$ cat src/rtl/regfile_wb_ctrl_if.sv
// Write-back bus between requesters, the write-back controller and the register file port.
// Latency: none; this is a bundle of wires. The request side is combinational and the write side is registered by the controller.
// Backpressure: a requester holds valid, addr and data until its ready bit is high.
interface regfile_wb_ctrl_if #(
    parameter int NREQ   = 2,
    parameter int DATA_W = 32,
    parameter int ADDR_W = 5
);
    logic [NREQ-1:0]        req_valid;
    logic [NREQ-1:0]        req_ready;
    logic [NREQ*ADDR_W-1:0] req_addr;
    logic [NREQ*DATA_W-1:0] req_data;
    logic                   rf_wr_en;
    logic [ADDR_W-1:0]      rf_w1;
    logic [DATA_W-1:0]      rf_data;

    // Controller side: consumes requests and drives the register file port.
    modport slave (
        input  req_valid, req_addr, req_data,
        output req_ready, rf_wr_en, rf_w1, rf_data
    );

    // Environment side: requesters plus register file.
    modport master (
        output req_valid, req_addr, req_data,
        input  req_ready, rf_wr_en, rf_w1, rf_data
    );
endinterface

$ cat src/rtl/regfile_wb_ctrl.sv
// Round-robin write-back arbiter for a single register file write port, with a pending-write scoreboard.
// Latency: the grant is combinational and the write reaches the rf port 1 cycle after acceptance. Busy flags are read combinationally from registered state.
// Backpressure: req_ready is given to at most one valid requester per cycle. Losers hold their request. Reset forces every ready bit low.
module regfile_wb_ctrl #(
    parameter int NREQ   = 2,
    parameter int DATA_W = 32,
    parameter int ADDR_W = 5
) (
    input  logic              clk,
    input  logic              rst,
    regfile_wb_ctrl_if.slave  wb,
    input  logic              rsv_en,
    input  logic [ADDR_W-1:0] rsv_addr,
    input  logic [ADDR_W-1:0] chk_r1,
    input  logic [ADDR_W-1:0] chk_r2,
    output logic              busy_r1,
    output logic              busy_r2
);
    localparam int PTR_W = (NREQ > 1) ? $clog2(NREQ) : 1;
    localparam int DEPTH = 1 << ADDR_W;

    logic [PTR_W-1:0]  rr_ptr_q, rr_ptr_d;
    logic              rf_wr_en_q, rf_wr_en_d;
    logic [ADDR_W-1:0] rf_w1_q, rf_w1_d;
    logic [DATA_W-1:0] rf_data_q, rf_data_d;
    logic [DEPTH-1:0]  busy_q, busy_d;

    logic [NREQ-1:0]   win;
    logic              found;
    logic [PTR_W-1:0]  cand;
    logic [PTR_W-1:0]  gnt_idx;
    logic              grant;
    logic [ADDR_W-1:0] sel_addr;
    logic [DATA_W-1:0] sel_data;

    // Round-robin scan starting at rr_ptr: the first valid requester wins.
    always_comb begin
        win     = '0;
        found   = 1'b0;
        cand    = '0;
        gnt_idx = '0;
        for (int k = 0; k < NREQ; k++) begin
            cand = PTR_W'((int'(rr_ptr_q) + k) % NREQ);
            if (!found && wb.req_valid[cand]) begin
                win[cand] = 1'b1;
                gnt_idx   = cand;
                found     = 1'b1;
            end
        end
    end

    // A grant raised during reset would be lost, so ready is held low then.
    assign wb.req_ready = rst ? '0 : win;
    assign grant        = found & ~rst;
    assign sel_addr     = wb.req_addr[gnt_idx*ADDR_W +: ADDR_W];
    assign sel_data     = wb.req_data[gnt_idx*DATA_W +: DATA_W];

    // Next-state for the pointer and the output stage. Writes to x0 are accepted but never enabled.
    always_comb begin
        rr_ptr_d   = rr_ptr_q;
        rf_wr_en_d = 1'b0;
        rf_w1_d    = rf_w1_q;
        rf_data_d  = rf_data_q;
        if (grant) begin
            rr_ptr_d   = PTR_W'((int'(gnt_idx) + 1) % NREQ);
            rf_wr_en_d = (sel_addr != '0);
            rf_w1_d    = sel_addr;
            rf_data_d  = sel_data;
        end
    end

    // Scoreboard: clear on the regfile write edge and set on reservation. A set wins a same-edge clear because it is a newer pending write.
    always_comb begin
        busy_d = busy_q;
        for (int i = 0; i < DEPTH; i++) begin
            if (rf_wr_en_q && (rf_w1_q == ADDR_W'(i))) begin
                busy_d[i] = 1'b0;
            end
            if (rsv_en && (rsv_addr == ADDR_W'(i))) begin
                busy_d[i] = 1'b1;
            end
        end
        busy_d[0] = 1'b0;
    end

    // State registers with synchronous reset. Reset drops any write in flight.
    always_ff @(posedge clk) begin
        if (rst) begin
            rr_ptr_q   <= '0;
            rf_wr_en_q <= 1'b0;
            rf_w1_q    <= '0;
            rf_data_q  <= '0;
            busy_q     <= '0;
        end else begin
            rr_ptr_q   <= rr_ptr_d;
            rf_wr_en_q <= rf_wr_en_d;
            rf_w1_q    <= rf_w1_d;
            rf_data_q  <= rf_data_d;
            busy_q     <= busy_d;
        end
    end

    assign wb.rf_wr_en = rf_wr_en_q;
    assign wb.rf_w1    = rf_w1_q;
    assign wb.rf_data  = rf_data_q;

    // No bypass: a register reads busy until the edge that writes it.
    assign busy_r1 = busy_q[chk_r1];
    assign busy_r2 = busy_q[chk_r2];
endmodule
$ cat src/flat_wrapper.sv
// flat-port wrapper written by rule: the top's interface ports become plain ports
module regfile_wb_ctrl_flat 
#(
    parameter int NREQ   = 2,
    parameter int DATA_W = 32,
    parameter int ADDR_W = 5
)
  (clk, rst, rsv_en, rsv_addr, chk_r1, chk_r2, busy_r1, busy_r2, wb_req_valid, wb_req_addr, wb_req_data, wb_req_ready, wb_rf_wr_en, wb_rf_w1, wb_rf_data);
  regfile_wb_ctrl_if #(.NREQ(NREQ), .DATA_W(DATA_W), .ADDR_W(ADDR_W)) wb_i ();
  input  logic clk;
  input  logic rst;
  input  logic rsv_en;
  input  logic [ADDR_W-1:0] rsv_addr;
  input  logic [ADDR_W-1:0] chk_r1;
  input  logic [ADDR_W-1:0] chk_r2;
  output logic busy_r1;
  output logic busy_r2;
  input wire logic [$bits(wb_i.req_valid)-1:0] wb_req_valid;
  input wire logic [$bits(wb_i.req_addr)-1:0] wb_req_addr;
  input wire logic [$bits(wb_i.req_data)-1:0] wb_req_data;
  output wire logic [$bits(wb_i.req_ready)-1:0] wb_req_ready;
  output wire logic [$bits(wb_i.rf_wr_en)-1:0] wb_rf_wr_en;
  output wire logic [$bits(wb_i.rf_w1)-1:0] wb_rf_w1;
  output wire logic [$bits(wb_i.rf_data)-1:0] wb_rf_data;
  assign wb_i.req_valid = wb_req_valid;
  assign wb_i.req_addr = wb_req_addr;
  assign wb_i.req_data = wb_req_data;
  assign wb_req_ready = wb_i.req_ready;
  assign wb_rf_wr_en = wb_i.rf_wr_en;
  assign wb_rf_w1 = wb_i.rf_w1;
  assign wb_rf_data = wb_i.rf_data;
  regfile_wb_ctrl #(.NREQ(NREQ), .DATA_W(DATA_W), .ADDR_W(ADDR_W)) u_core (.clk(clk), .rst(rst), .wb(wb_i), .rsv_en(rsv_en), .rsv_addr(rsv_addr), .chk_r1(chk_r1), .chk_r2(chk_r2), .busy_r1(busy_r1), .busy_r2(busy_r2));
endmodule
$ cat config.mk
export PLATFORM = sky130hd
export DESIGN_NAME = regfile_wb_ctrl_flat
export DESIGN_NICKNAME = d
export VERILOG_FILES = /design/src/rtl/regfile_wb_ctrl_if.sv /design/src/rtl/regfile_wb_ctrl.sv /design/src/flat_wrapper.sv
export SDC_FILE = /design/constraint.sdc
export NUM_CORES = 1
export LEC_CHECK = 0
export ABC_CLOCK_PERIOD_IN_PS = 2000
export CORE_MARGIN = 2
export CORE_UTILIZATION = 44
export CTS_BUF_LIST = sky130_fd_sc_hd__clkbuf_4 sky130_fd_sc_hd__clkbuf_8 sky130_fd_sc_hd__clkbuf_16
export CTS_CLUSTER_DIAMETER = 200
export CTS_CLUSTER_SIZE = 24
export DETAILED_ROUTE_END_ITERATION = 16
export GPL_TIMING_DRIVEN = 0
export PLACE_DENSITY = 0.8
export SETUP_SLACK_MARGIN = 0.4
export SLEW_MARGIN = 20
export SYNTH_ARGS = -nofsm -noshare
export SYNTH_HDL_FRONTEND = slang
export SYNTH_SLANG_ARGS = --single-unit
$ cat constraint.sdc
create_clock -name clk -period 2 [get_ports clk]
set_input_delay 0.4 -clock clk [delete_from_list [all_inputs] [get_ports clk]]
set_output_delay 0.4 -clock clk [all_outputs]
set_load 0.01 [all_outputs]
==> metrics.cfg <==
[finish]
layout_common_cells = 82 x clkdlybuf4s50_1, 75 x nand2_1, 65 x dfxtp_1
nets = 661
antenna_cells = 0
drive_gt1_frac = 0.116
fill_cells = 667
seqCellArea_mm2 = 0.00141
areaGrowthSynthToFinish_pct = 47.1
mostFrequentLayoutCell = clkdlybuf4s50_1
final_cell_area_mm2 = 0.00518
multi_input_area_mm2 = 0.00201

[timing]
timing.final.ws_setup_ns = -0.0193
slew-limit-headroom = 0.644
finClkSkew_ns = 0.0110
period_share = 1.01
rsz0062_at_grt = true
finalMaxSlewViolations = 0
timing.final.crit_period_ns = 2.02
fmax_mhz = 495
hold_viol_final = 0
setup_viol = 2
tightest_slew_ns = 0.532

[routing]
first_iter_violations = 165
routed_wl_um = 10600
drc_errors = 0
drtPass1Iterations = 4
ant_nets = 0
avgRoutedWirePerCell_um = 15.8
vias_per_cell = 5.39
routed-via-count = 3616

[floorplan]
die_y_um = 93.5
initial_core_util = 0.456
die_w_um = 93.5
fp.dieArea_mm2 = 0.00873
ios = 136
core_area_mm2 = 0.00773
num_rows = 32

[synthesis]
ys_async_sr_fraction = 0
synth_fp_nets = 512
syn_inst = 418
synth_edf_count = 0
ys_seq_area_frac = 0.398
syn_avg_cell_area_um2 = 8.42
ys_ff_latch = 70
syn_area_mm2 = 0.00352
synth_cell_type_count = 31
ys_dominant_reg_cell = dfxtp_1
yosys_warnings = 0

[setup_path]
crit_path_start = u_core.busy_q[7]
crit_type = flip-flop to output pin
r2r_start = u_core.rr_ptr_q
worstPathMaxFanout = 3
endpoint_kind = output pin
worstPathArrival_ns = 1.62
r2r_slack_ns = 0.60
cp_data_required_time_ns = 1.60
start_kind = flip-flop

[power_and_ir_drop]
power.density_mw_per_mm2 = 611
irDropWorstVdd_mv = 0.439
total_power_w = 0.00316
p_leak_nw = 2.17

[min_path]
min-delay-start = rst
hp-class = primary input to flip-flop

[clocking]
htreeDepth = 3
numCtsBuffers = 9
clk_latency_ns = 0.34
clkSinkCount = 70
clockRootBuffer = clkbuf_8
tritoncts = done
cts.clk_slew.worst_paths_ns = 0.07
clockBufferDepth = 2
cts-hold-fix-buffers = 0

[run]
maxCapViolations = 0

[global_route]
antenna_found_initial = 0
grt.overflow.total = 0
grt_pass1_vias = 3609
grt_max_degree = 11
grt_pass1_wl_um = 16800
grt_use_total = 0.246

[placement]
io_buffers = 130
post-place-ws_ns = -0.614
hpwl_um = 8360
placed_area_mm2 = 0.00498
place_congestion = 0.861

[status]
violations = setup timing
status = finished with violations

## report_power, final
group / internal [W] / total, W / switching (W)
clock network: 0.000493 / 0.000973 / 0.000481
registers: 0.00147 / 0.00151 / 0.0000417
logic: 0.000364 / 0.000681 / 0.000317
## metal layers
metal | up-vias | wire [µm] | global-route usage
met4 | 0 | 345 | 0.114
li1 | 1769 | - | -
met2 | 151 | 5120 | 0.426
met1 | 1671 | 4270 | 0.284
met5 | - | 0 | 0
met3 | 25 | 875 | 0.0620
## path summary, 6_finish.rpt
path / depth (start not counted) / endpoint
setup / recovery: 5 / busy_r1
hold / removal: 2 / u_core.busy_q[9]
setup reg to reg: 7 / u_core.wb.rf_data[23]
hold reg to reg: 2 / u_core.wb.rf_data[2]
## cells by family (layout without fill, tap and decap cells)
group	Yosys count	after routing	synth area share
and+or+nand+nor	137	137	0.179
AOI/OAI and AO/OA	119	119	0.179
DFF	70	70	0.398
muxes	61	61	0.197
buffers and inverters	31	182	0.0466
## synthesized netlist by cell type (all sizes together) (2+ instances only)
master | n | area share
nand2 | 76 | 0.081
dfxtp | 70 | 0.40
o21ai | 68 | 0.097
mux2i | 55 | 0.16
a21oi | 38 | 0.054
buf | 16 | 0.031
nor2 | 15 | 0.016
nand2b | 13 | 0.023
clkbuf | 12 | 0.013
nand3 | 10 | 0.014
nor2b | 7 | 0.012
mux4 | 6 | 0.041
nor3 | 5 | 0.010
a22oi | 4 | 0.0085
a211oi | 3 | 0.0064
inv | 3 | 0.0032
nand4 | 3 | 0.0053
nand3b | 2 | 0.0043
nand4b | 2 | 0.0050
o2111ai | 2 | 0.0050
o211ai | 2 | 0.0043
or2 | 2 | 0.0036
## critical path, cell delays in order, from the launching register on
cell	delay [ns]
dfxtp_2	0.34
mux4_2	0.46
nand2b_4	0.15
o211ai_1	0.09
nand4_1	0.10
buf_2	0.15
## repair_timing
action                                 in CTS  in global routing
setup endpoints to repair                  52                  4
pin swaps                                   1                  1
gates resized for setup                    77                  4
setup buffers                               5                  3
endpoints found under the hold margin       0                  0
## layout make-up
type                            count  share of cell area
Multi-Input combinational cell    317               0.389
Sequential cell                    70               0.272
Timing Repair Buffer              138               0.248
Buffer                             28              0.0333
Clock buffer                       11              0.0292
Tap cell                          102              0.0246
Inverter                            3             0.00217
Clock inverter                      2             0.00193
## state kept, by name, indices dropped and copies added, names as in the netlist
| signal | flops |
|---|---|
| u_core.busy_q | 31 |
| u_core.rr_ptr_q | 1 |
| u_core.wb.rf_data | 32 |
| u_core.wb.rf_w1 | 5 |
| u_core.wb.rf_wr_en | 1 |
## metrics by stage
step	TNS [ns]	utilization	hold slack, ns	cells
6_report	-0.0362	0.670	0.360	671
5_1_grt	-0.134	0.670	0.386	671
4_1_cts	-0.0715	0.667	0.355	668
3_5_place_dp	-1.90	0.644	0.444	650
3_3_place_gp	-1.80	0.644	0.434	650
2_1_floorplan	0	-	0.458	418
(Power assumes the default switching activity.)
